`src/rtl/rs485_pkg.sv`:
```
// Shared RS485 link definitions: receiver states, frame geometry and address/data flag values.
package rs485_pkg;

    typedef enum logic [2:0] {
        IDLE,
        START,
        DATA,
        FLAG,
        STOP,
        BREAK
    } rx_state_t;

    localparam int         FRAME_DATA_BITS = 8;
    localparam logic [7:0] BCAST_ADDR      = 8'hFF;
    localparam logic       FLAG_ADDR       = 1'b1;
    localparam logic       FLAG_DATA       = 1'b0;

    // True when an address byte selects this node, optionally via the broadcast address.
    function automatic logic is_addr_hit(input logic [7:0] addr,
                                         input logic [7:0] slave_addr,
                                         input logic       bcast_en);
        return (addr == slave_addr) || (bcast_en && (addr == BCAST_ADDR));
    endfunction

endpackage

```
`src/rtl/rs485_rx_frame_decoder_if.sv`:
```
// Rx line, driver-enable blanking and decoded frame outputs of the RS485 receiver.
// master is the decoder side; slave is the line driver / frame consumer side.
interface rs485_rx_frame_decoder_if;
    logic       rx;
    logic       tx_enable;
    logic [7:0] rx_data;
    logic       rx_flag;
    logic       rx_valid;
    logic       addr_match;
    logic       frame_error;
    logic       busy;

    modport master (
        input  rx,
        input  tx_enable,
        output rx_data,
        output rx_flag,
        output rx_valid,
        output addr_match,
        output frame_error,
        output busy
    );

    modport slave (
        output rx,
        output tx_enable,
        input  rx_data,
        input  rx_flag,
        input  rx_valid,
        input  addr_match,
        input  frame_error,
        input  busy
    );
endinterface

```
`src/rtl/rs485_rx_sync.sv`:
```
// Two-flop synchroniser with falling-edge detect; idles high so reset never fakes an edge.
// Latency: dout 2 clocks after din, fall same cycle as dout drops; no backpressure.
module rs485_rx_sync (
    input  logic clk,
    input  logic reset_n,
    input  logic din,
    output logic dout,
    output logic fall
);
    logic meta_q;
    logic sync_q;
    logic prev_q;

    always_ff @(posedge clk or negedge reset_n) begin
        if (!reset_n) begin
            meta_q <= 1'b1;
            sync_q <= 1'b1;
            prev_q <= 1'b1;
        end else begin
            meta_q <= din;
            sync_q <= meta_q;
            prev_q <= sync_q;
        end
    end

    assign dout = sync_q;
    assign fall = prev_q & ~sync_q;
endmodule

```
`src/rtl/rs485_rx_frame_decoder.sv`:
```
// Oversampling RS485 multidrop receiver: start, 8 data LSB first, addr/data flag, stop.
// Latency: rx_valid ~3 + CLKS_PER_BIT/2 + 10*CLKS_PER_BIT clocks after start edge; no backpressure.
module rs485_rx_frame_decoder
    import rs485_pkg::*;
#(
    parameter int         CLKS_PER_BIT = 50,
    parameter logic [7:0] SLAVE_ADDR   = 8'h01,
    parameter bit         BCAST_EN     = 1'b0
) (
    input  logic                      clk,
    input  logic                      reset_n,
    rs485_rx_frame_decoder_if.master  bus
);
    localparam int             CW        = 10;
    localparam logic [CW-1:0]  HALF_LAST = CW'(CLKS_PER_BIT / 2 - 1);
    localparam logic [CW-1:0]  BIT_LAST  = CW'(CLKS_PER_BIT - 1);
    localparam logic [2:0]     IDX_LAST  = 3'(FRAME_DATA_BITS - 1);

    rx_state_t     state_q, state_d;
    logic [CW-1:0] bit_cnt_q, bit_cnt_d;
    logic [2:0]    idx_q, idx_d;
    logic [7:0]    shreg_q, shreg_d;
    logic          flag_q, flag_d;
    logic [7:0]    rx_data_q, rx_data_d;
    logic          rx_flag_q, rx_flag_d;
    logic          valid_q, valid_d;
    logic          match_q, match_d;
    logic          err_q, err_d;

    logic rx_s;
    logic rx_fall;
    logic tick_half;
    logic tick_bit;

    rs485_rx_sync u_sync (
        .clk     (clk),
        .reset_n (reset_n),
        .din     (bus.rx),
        .dout    (rx_s),
        .fall    (rx_fall)
    );

    assign tick_half = (bit_cnt_q == HALF_LAST);
    assign tick_bit  = (bit_cnt_q == BIT_LAST);

    always_ff @(posedge clk or negedge reset_n) begin
        if (!reset_n) begin
            state_q   <= IDLE;
            bit_cnt_q <= '0;
            idx_q     <= '0;
            shreg_q   <= '0;
            flag_q    <= 1'b0;
            rx_data_q <= '0;
            rx_flag_q <= 1'b0;
            valid_q   <= 1'b0;
            match_q   <= 1'b0;
            err_q     <= 1'b0;
        end else begin
            state_q   <= state_d;
            bit_cnt_q <= bit_cnt_d;
            idx_q     <= idx_d;
            shreg_q   <= shreg_d;
            flag_q    <= flag_d;
            rx_data_q <= rx_data_d;
            rx_flag_q <= rx_flag_d;
            valid_q   <= valid_d;
            match_q   <= match_d;
            err_q     <= err_d;
        end
    end

    always_comb begin
        state_d   = state_q;
        bit_cnt_d = bit_cnt_q + 1'b1;
        idx_d     = idx_q;
        shreg_d   = shreg_q;
        flag_d    = flag_q;
        rx_data_d = rx_data_q;
        rx_flag_d = rx_flag_q;
        valid_d   = 1'b0;
        match_d   = 1'b0;
        err_d     = 1'b0;

        // Our own driver is on the bus: whatever we hear is our echo, drop it.
        if (bus.tx_enable) begin
            state_d   = IDLE;
            bit_cnt_d = '0;
            idx_d     = '0;
        end else begin
            case (state_q)
                IDLE: begin
                    bit_cnt_d = '0;
                    idx_d     = '0;
                    if (rx_fall) begin
                        state_d = START;
                    end
                end
                START: begin
                    if (tick_half) begin
                        bit_cnt_d = '0;
                        state_d   = rx_s ? IDLE : DATA;
                    end
                end
                DATA: begin
                    if (tick_bit) begin
                        bit_cnt_d = '0;
                        shreg_d   = {rx_s, shreg_q[7:1]};
                        idx_d     = idx_q + 1'b1;
                        if (idx_q == IDX_LAST) begin
                            state_d = FLAG;
                        end
                    end
                end
                FLAG: begin
                    if (tick_bit) begin
                        bit_cnt_d = '0;
                        flag_d    = rx_s;
                        state_d   = STOP;
                    end
                end
                STOP: begin
                    if (tick_bit) begin
                        bit_cnt_d = '0;
                        if (rx_s) begin
                            rx_data_d = shreg_q;
                            rx_flag_d = flag_q;
                            valid_d   = 1'b1;
                            match_d   = (flag_q == FLAG_ADDR) &&
                                        is_addr_hit(shreg_q, SLAVE_ADDR, BCAST_EN);
                            state_d   = IDLE;
                        end else begin
                            err_d   = 1'b1;
                            state_d = BREAK;
                        end
                    end
                end
                BREAK: begin
                    // Need a full bit time of continuous idle before trusting edges again.
                    if (!rx_s) begin
                        bit_cnt_d = '0;
                    end else if (tick_bit) begin
                        bit_cnt_d = '0;
                        state_d   = IDLE;
                    end
                end
                default: begin
                    state_d   = IDLE;
                    bit_cnt_d = '0;
                end
            endcase
        end
    end

    assign bus.rx_data     = rx_data_q;
    assign bus.rx_flag     = rx_flag_q;
    assign bus.rx_valid    = valid_q;
    assign bus.addr_match  = match_q;
    assign bus.frame_error = err_q;
    assign bus.busy        = (state_q != IDLE);
endmodule

```
`src/flat_wrapper.sv`:
```
// flat-port wrapper written by rule: the top's interface ports become plain ports
module rs485_rx_frame_decoder_flat import rs485_pkg::*;
#(
    parameter int         CLKS_PER_BIT = 50,
    parameter logic [7:0] SLAVE_ADDR   = 8'h01,
    parameter bit         BCAST_EN     = 1'b0
)
  (clk, reset_n, bus_rx, bus_tx_enable, bus_rx_data, bus_rx_flag, bus_rx_valid, bus_addr_match, bus_frame_error, bus_busy);
  rs485_rx_frame_decoder_if bus_i ();
  input  logic clk;
  input  logic reset_n;
  input wire logic [$bits(bus_i.rx)-1:0] bus_rx;
  input wire logic [$bits(bus_i.tx_enable)-1:0] bus_tx_enable;
  output wire logic [$bits(bus_i.rx_data)-1:0] bus_rx_data;
  output wire logic [$bits(bus_i.rx_flag)-1:0] bus_rx_flag;
  output wire logic [$bits(bus_i.rx_valid)-1:0] bus_rx_valid;
  output wire logic [$bits(bus_i.addr_match)-1:0] bus_addr_match;
  output wire logic [$bits(bus_i.frame_error)-1:0] bus_frame_error;
  output wire logic [$bits(bus_i.busy)-1:0] bus_busy;
  assign bus_i.rx = bus_rx;
  assign bus_i.tx_enable = bus_tx_enable;
  assign bus_rx_data = bus_i.rx_data;
  assign bus_rx_flag = bus_i.rx_flag;
  assign bus_rx_valid = bus_i.rx_valid;
  assign bus_addr_match = bus_i.addr_match;
  assign bus_frame_error = bus_i.frame_error;
  assign bus_busy = bus_i.busy;
  rs485_rx_frame_decoder #(.CLKS_PER_BIT(CLKS_PER_BIT), .SLAVE_ADDR(SLAVE_ADDR), .BCAST_EN(BCAST_EN)) u_core (.clk(clk), .reset_n(reset_n), .bus(bus_i));
endmodule
```
`config.mk`:
```
export PLATFORM = sky130hd
export DESIGN_NAME = rs485_rx_frame_decoder_flat
export DESIGN_NICKNAME = d
export VERILOG_FILES = /design/src/rtl/rs485_pkg.sv /design/src/rtl/rs485_rx_frame_decoder_if.sv /design/src/rtl/rs485_rx_sync.sv /design/src/rtl/rs485_rx_frame_decoder.sv /design/src/flat_wrapper.sv
export SDC_FILE = /design/constraint.sdc
export NUM_CORES = 1
export LEC_CHECK = 0
export ABC_AREA = 1
export CORE_ASPECT_RATIO = 1.1
export CORE_MARGIN = 1
export CORE_UTILIZATION = 45
export CTS_BUF_LIST = sky130_fd_sc_hd__clkbuf_8
export DETAILED_ROUTE_END_ITERATION = 10
export HOLD_SLACK_MARGIN = 0.08
export RECOVER_POWER = 50
export SLEW_MARGIN = 15
export SYNTH_ARGS = -nofsm -noshare
export SYNTH_HDL_FRONTEND = slang
export SYNTH_SLANG_ARGS = --single-unit
```
`constraint.sdc`:
```
create_clock -name clk -period 2.66 [get_ports clk]
set_input_delay 0.399 -clock clk [delete_from_list [all_inputs] [get_ports clk]]
set_output_delay 0.399 -clock clk [all_outputs]
set_load 0.02 [all_outputs]
```
# After elaboration in Yosys (flattened, before gate mapping)

Cells that the tools add are included.
Widths: inputs -> output; s select.

Register bits after elaboration: 40
Latch bits: 0
Memory bits (writable): 0
Bits in read-only memories: 0
Input bits: 4
Output and inout port bits: 13
Logic and storage cells: 77
Memories kept: 0

$add $sub $neg: 2
Multiply operators: 0
Divide/modulo/power cells: 0
Order comparisons: 0
Equal/unequal tests: 17
Shift-type cells: 0
Muxes and demuxes: 32
Bitwise gates (word level): 3
Reduce and logical (&&, ||, !) cells: 10

Operator list:

| operator              | count |
|---|---|
| $mux 10               | 4 |
| $mux 3                | 12 |
| $pmux 10 s3           | 1 |
| $ne 3x2->1 const B    | 7 |
| $pmux 3 s6            | 1 |
| $mux 1                | 12 |
| $add 10x1->10 const B | 1 |
| $eq 10x5->1 const B   | 1 |
| $eq 10x6->1 const B   | 1 |
| $eq 3x3->1 const B    | 3 |
| $eq 8x1->1 const B    | 1 |
| $reduce_and 8->1      | 1 |
| $eq 3x2->1 const B    | 2 |
| $pmux 3 s2            | 1 |
| $reduce_and 3->1      | 2 |
| $reduce_bool 3->1     | 2 |
| $reduce_and 4->1      | 1 |
| $add 3x1->3 const B   | 1 |
| $eq 3x1->1 const B    | 1 |
| $logic_not 3->1       | 1 |
| $ne 3x3->1 const B    | 1 |
| $reduce_or 3->1       | 1 |
| $mux 2                | 1 |
| $not 1->1             | 2 |
| 3 further kinds       | 3 |

# Longest topological paths before layout

Depth after elaboration: 6
Depth in mapped cells: 11
Depth with buffers taken out: 11

# Modules after synthesis

From an unflattened synthesis, not the netlist that was laid out.

Cell total of the unflattened synthesis: 226
Area, all modules: 2,079.5 sq um

By module, submodules not included:

| module                 | times used | cells an instance | area each (sq um) | sequential area each (sq um) |
|---|---|---|---|---|
| rs485_rx_frame_decoder | 1          | 221               | 1,990.7           | 925.9 |
| rs485_rx_sync          | 1          | 5                 | 88.8              | 78.8 |

# Worst setup path after synthesis

OpenSTA, ideal clock, no wires.

Path kind: register -> register
Start: register u_core.bit_cnt_q[1]
End: register u_core.rx_data_q[7], in the netlist u_core.bus.rx_data[7]
Library setup time: 0.118 ns
Arrival time: 1.302 ns
Required time: 2.542 ns
Slack: 1.240 ns
Cell stages (with the launch flop): 11
Path buffers: 1
Path through: dfrtp_1 > inv_1 > ha_1 > nand3_1 > nor2_2 > nand2_4 > inv_2 > nand2_2 > buf_6 > nand2_1 > o21ai_2

Cells in the longest elaborated chain, start to end: 2

RTL lines:

| what                              | RTL line                     | text |
|---|---|---|
| from (decl)                       | rs485_rx_frame_decoder.sv:20 | `logic [CW-1:0] bit_cnt_q, bit_cnt_d;` |
| from (signal assigned)            | rs485_rx_frame_decoder.sv:60 | `bit_cnt_q <= bit_cnt_d;` |
| $eq 10x6->1                       | rs485_rx_frame_decoder.sv:44 | `assign tick_bit = (bit_cnt_q == BIT_LAST);` |
| $reduce_and 4->1 (no source line) | n/a                          |  |
| to (signal assigned)              | rs485_rx_frame_decoder.sv:64 | `rx_data_q <= rx_data_d;` |
| to (decl)                         | rs485_rx_frame_decoder.sv:24 | `logic [7:0] rx_data_q, rx_data_d;` |

Every way passes these cells.
A chain may end at the register's enable or synchronous reset.

# Worst setup path after layout

Start: register u_core.state_q[1]
End: output port bus_busy

Cells in the longest elaborated chain, start to end: 1

RTL lines:

| what                   | RTL line                      | text |
|---|---|---|
| from (decl)            | rs485_rx_frame_decoder.sv:19  | `rx_state_t state_q, state_d;` |
| from (signal assigned) | rs485_rx_frame_decoder.sv:59  | `state_q <= state_d;` |
| $reduce_bool 3->1      | rs485_rx_frame_decoder.sv:159 | `assign bus.busy = (state_q != IDLE);` |
| to (decl)              | flat_wrapper.sv:19            | `output wire logic [$bits(bus_i.busy)-1:0] bus_busy;` |

Every way passes these cells.

==> results.toml <==
[run_status]
status = "finished clean"

[grt]
grt_use_total = 0.164
grt_first_pass_wirelength_microns = 5640
antenna_found_initial = 0
grt_pass1_vias = 1355
grt_max_degree = 41
overflow = 0

[synth]
yosysTopAreaCell = "dfrtp_1"
synthCells = 221
syn_area_sq_um = 1910
syn_avg_cell_area_sq_um = 8.66
synthDominantCellAreaShare = 0.484
synthTopCellsByArea = "dfrtp_1 48%, nand2_1 12%, inv_1 5.3%"
synth_warnings = 0
synth_nets = 230
ys_seq_area_frac = 0.525
ys_types = 23
ys_seq_elements = 40

[die]
die_area_sq_um = 4520
start_util = 0.476
core_sq_um = 4020
die_x_microns = 64.2
num_rows = 24
top_level_ports = 17
die_y_microns = 70.4

[worst_setup_path]
cp.arrival_ns = 1.55
path_class = "reg2out"
endpoint_kind = "output port"
critPathLaunchType = "flip-flop"
crit_required_ns = 2.26
worstPathMaxFanout = 7
r2r_slack_ns = 0.90
r2r_cells = 11

[routing]
wl_per_cell_microns = 10.9
vias = 1405
viasPerCell = 4.76
firstDrtPassIters = 4
drc_errors = 0
routed_wirelength_microns = 3220
drt_iter0_markers = 78
ant_nets = 0

[pwr]
power_density_nw_per_um2 = 630
peakVddDrop_uv = 524
p_leak_uw = 0.00107

[final_layout]
area_growth_pct = 14.7
insertedDiodeCount = 0
final_common_cell = "nand2_1"
nFillCells = 413
most-common-layout-cells = "62 x nand2_1, 37 x dfrtp_1, 28 x inv_1, 28 x nor2_1, 14 x clkdlybuf4s50_1"
drive_gt1_frac = 0.132
fin_nets = 251

[sta]
fin_hold_ws_ns = 0.222
rsz0062_at_grt = "false"
fin_crit_ns = 1.95
max_clock_freq_mhz = 512
report.final.slew_viol_count = 0
fin_setup_tns_ns = 0
fin_crit_sh = 0.734
finalSetupViolations = 0
relSlewSlack = 0.420
clock_skew_ns = 0.00592
timing_hold_violations_final = 0
worstMarginPinSlew_ns = 0.870

[placed_design]
gp_congestion = 0.846
io_buffer_count = 16
hpwl_microns = 2310

[clock_network]
cts_hold_buf = 0
cts_buffers = 5
post_cts_buffers = 0
post_cts_resized = 0
clkTransAtPathRegs_ns = 0.07
h-tree-depth = 2
clkSinkCount = 40
cts-root-buf = "clkbuf_8"
clk_latency_ns = 0.29
cts_tree = "done"
clock_path_buffers = 2

[job]
drv_cap = 0

[worst_hold_path]
hp-class = "in2async"
==> cell usage after synthesis (all sizes together) <==
cell,count
nand2,66
dfrtp,37
nor2,32
inv,31
o21ai,19
nand3,11
ha,5
nor3,5
xor2,5
dfstp,3
buf,2
nand4,2
a21oi,1
or2,1
xnor2,1
==> per-layer routing <==
layer / vias to the layer above / routed length [microns] / GRT usage
met5: - / 0 / 0
met4: 0 / 25 / 0.0667
met1: 659 / 1620 / 0.210
li1: 724 / - / -
met3: 4 / 91 / 0.0490
met2: 18 / 1480 / 0.259
==> where the power goes <==
| group | internal [uW] | switching (uW) |
|---|---|---|
| Clock | 207 | 203 |
| Combinational | 103 | 199 |
| Sequential | 638 | 33.6 |
==> cell type report <==
| cell class | instances | area, sq um | share of cell area |
|---|---|---|---|
| clock inverters | 2 | 11.3 | 0.00513 |
| repair buffers | 16 | 155 | 0.0707 |
| flip-flops and latches | 40 | 1000 | 0.458 |
| multi-input cells | 148 | 761 | 0.346 |
| inverters | 31 | 116 | 0.0530 |
| clock buffers | 6 | 82.6 | 0.0376 |
| well taps | 52 | 65.1 | 0.0296 |
==> flip-flops by register name, indices dropped and copies added, names as in the netlist, 3 cells and up <==
register and cells:
u_core.bus.rx_data 8, u_core.idx_q 3, u_core.state_q 3, u_core.bit_cnt_q 10, u_core.shreg_q 8
==> final timing paths <==
| path | to | startpoint |
|---|---|---|
| worst max-delay path | bus_busy | u_core.state_q[1]$_DFFE_PN0P_ |
| worst min-delay path | u_core.bit_cnt_q[3]$_DFF_PN0_ | reset_n |
| worst max register to register | u_core.bus.rx_data[4]$_DFFE_PN0P_ | u_core.bit_cnt_q[1]$_DFF_PN0_ |
| worst min register to register | u_core.u_sync.dout$_DFF_PN1_ | u_core.u_sync.meta_q$_DFF_PN1_ |
| max in group asynchronous | u_core.bus.rx_data[0]$_DFFE_PN0P_ | reset_n |
| min in group clk | u_core.u_sync.dout$_DFF_PN1_ | u_core.u_sync.meta_q$_DFF_PN1_ |
==> stage by stage <==
stage | cell area (sq um) | utilization | cells | setup WS [ns] | total power, uW
finish | 2200 | 0.546 | 295 | 0.707 | 1380
global route | 2200 | 0.546 | 295 | 0.617 | 1460
CTS | 2210 | 0.548 | 295 | 0.688 | 1420
detailed placement | 2110 | 0.525 | 287 | 0.704 | 1000
global placement | 2110 | 0.525 | 287 | 0.743 | 1000
floorplan | 1910 | - | 221 | 1.24 | 911
==> critical path, cell delays in order (launching register included) <==
cell and delay (ns):
dfrtp_1 0.46, nor2_1 0.20, nand2_1 0.08, clkdlybuf4s50_1 0.54
==> kinds of logic (layout without fill, tap and decap cells) <==
group	count (synthesis)	after routing	synth area share
adders and majority gates	5	5	0.0327
buffers and inverters	33	55	0.0725
DFF	40	40	0.525
AOI/OAI and AO/OA	20	20	0.0680
and+or+nand+nor	117	117	0.275
xor gates and xnor gates	6	6	0.0275
No activity file was read; power rests on OpenSTA's default activity.
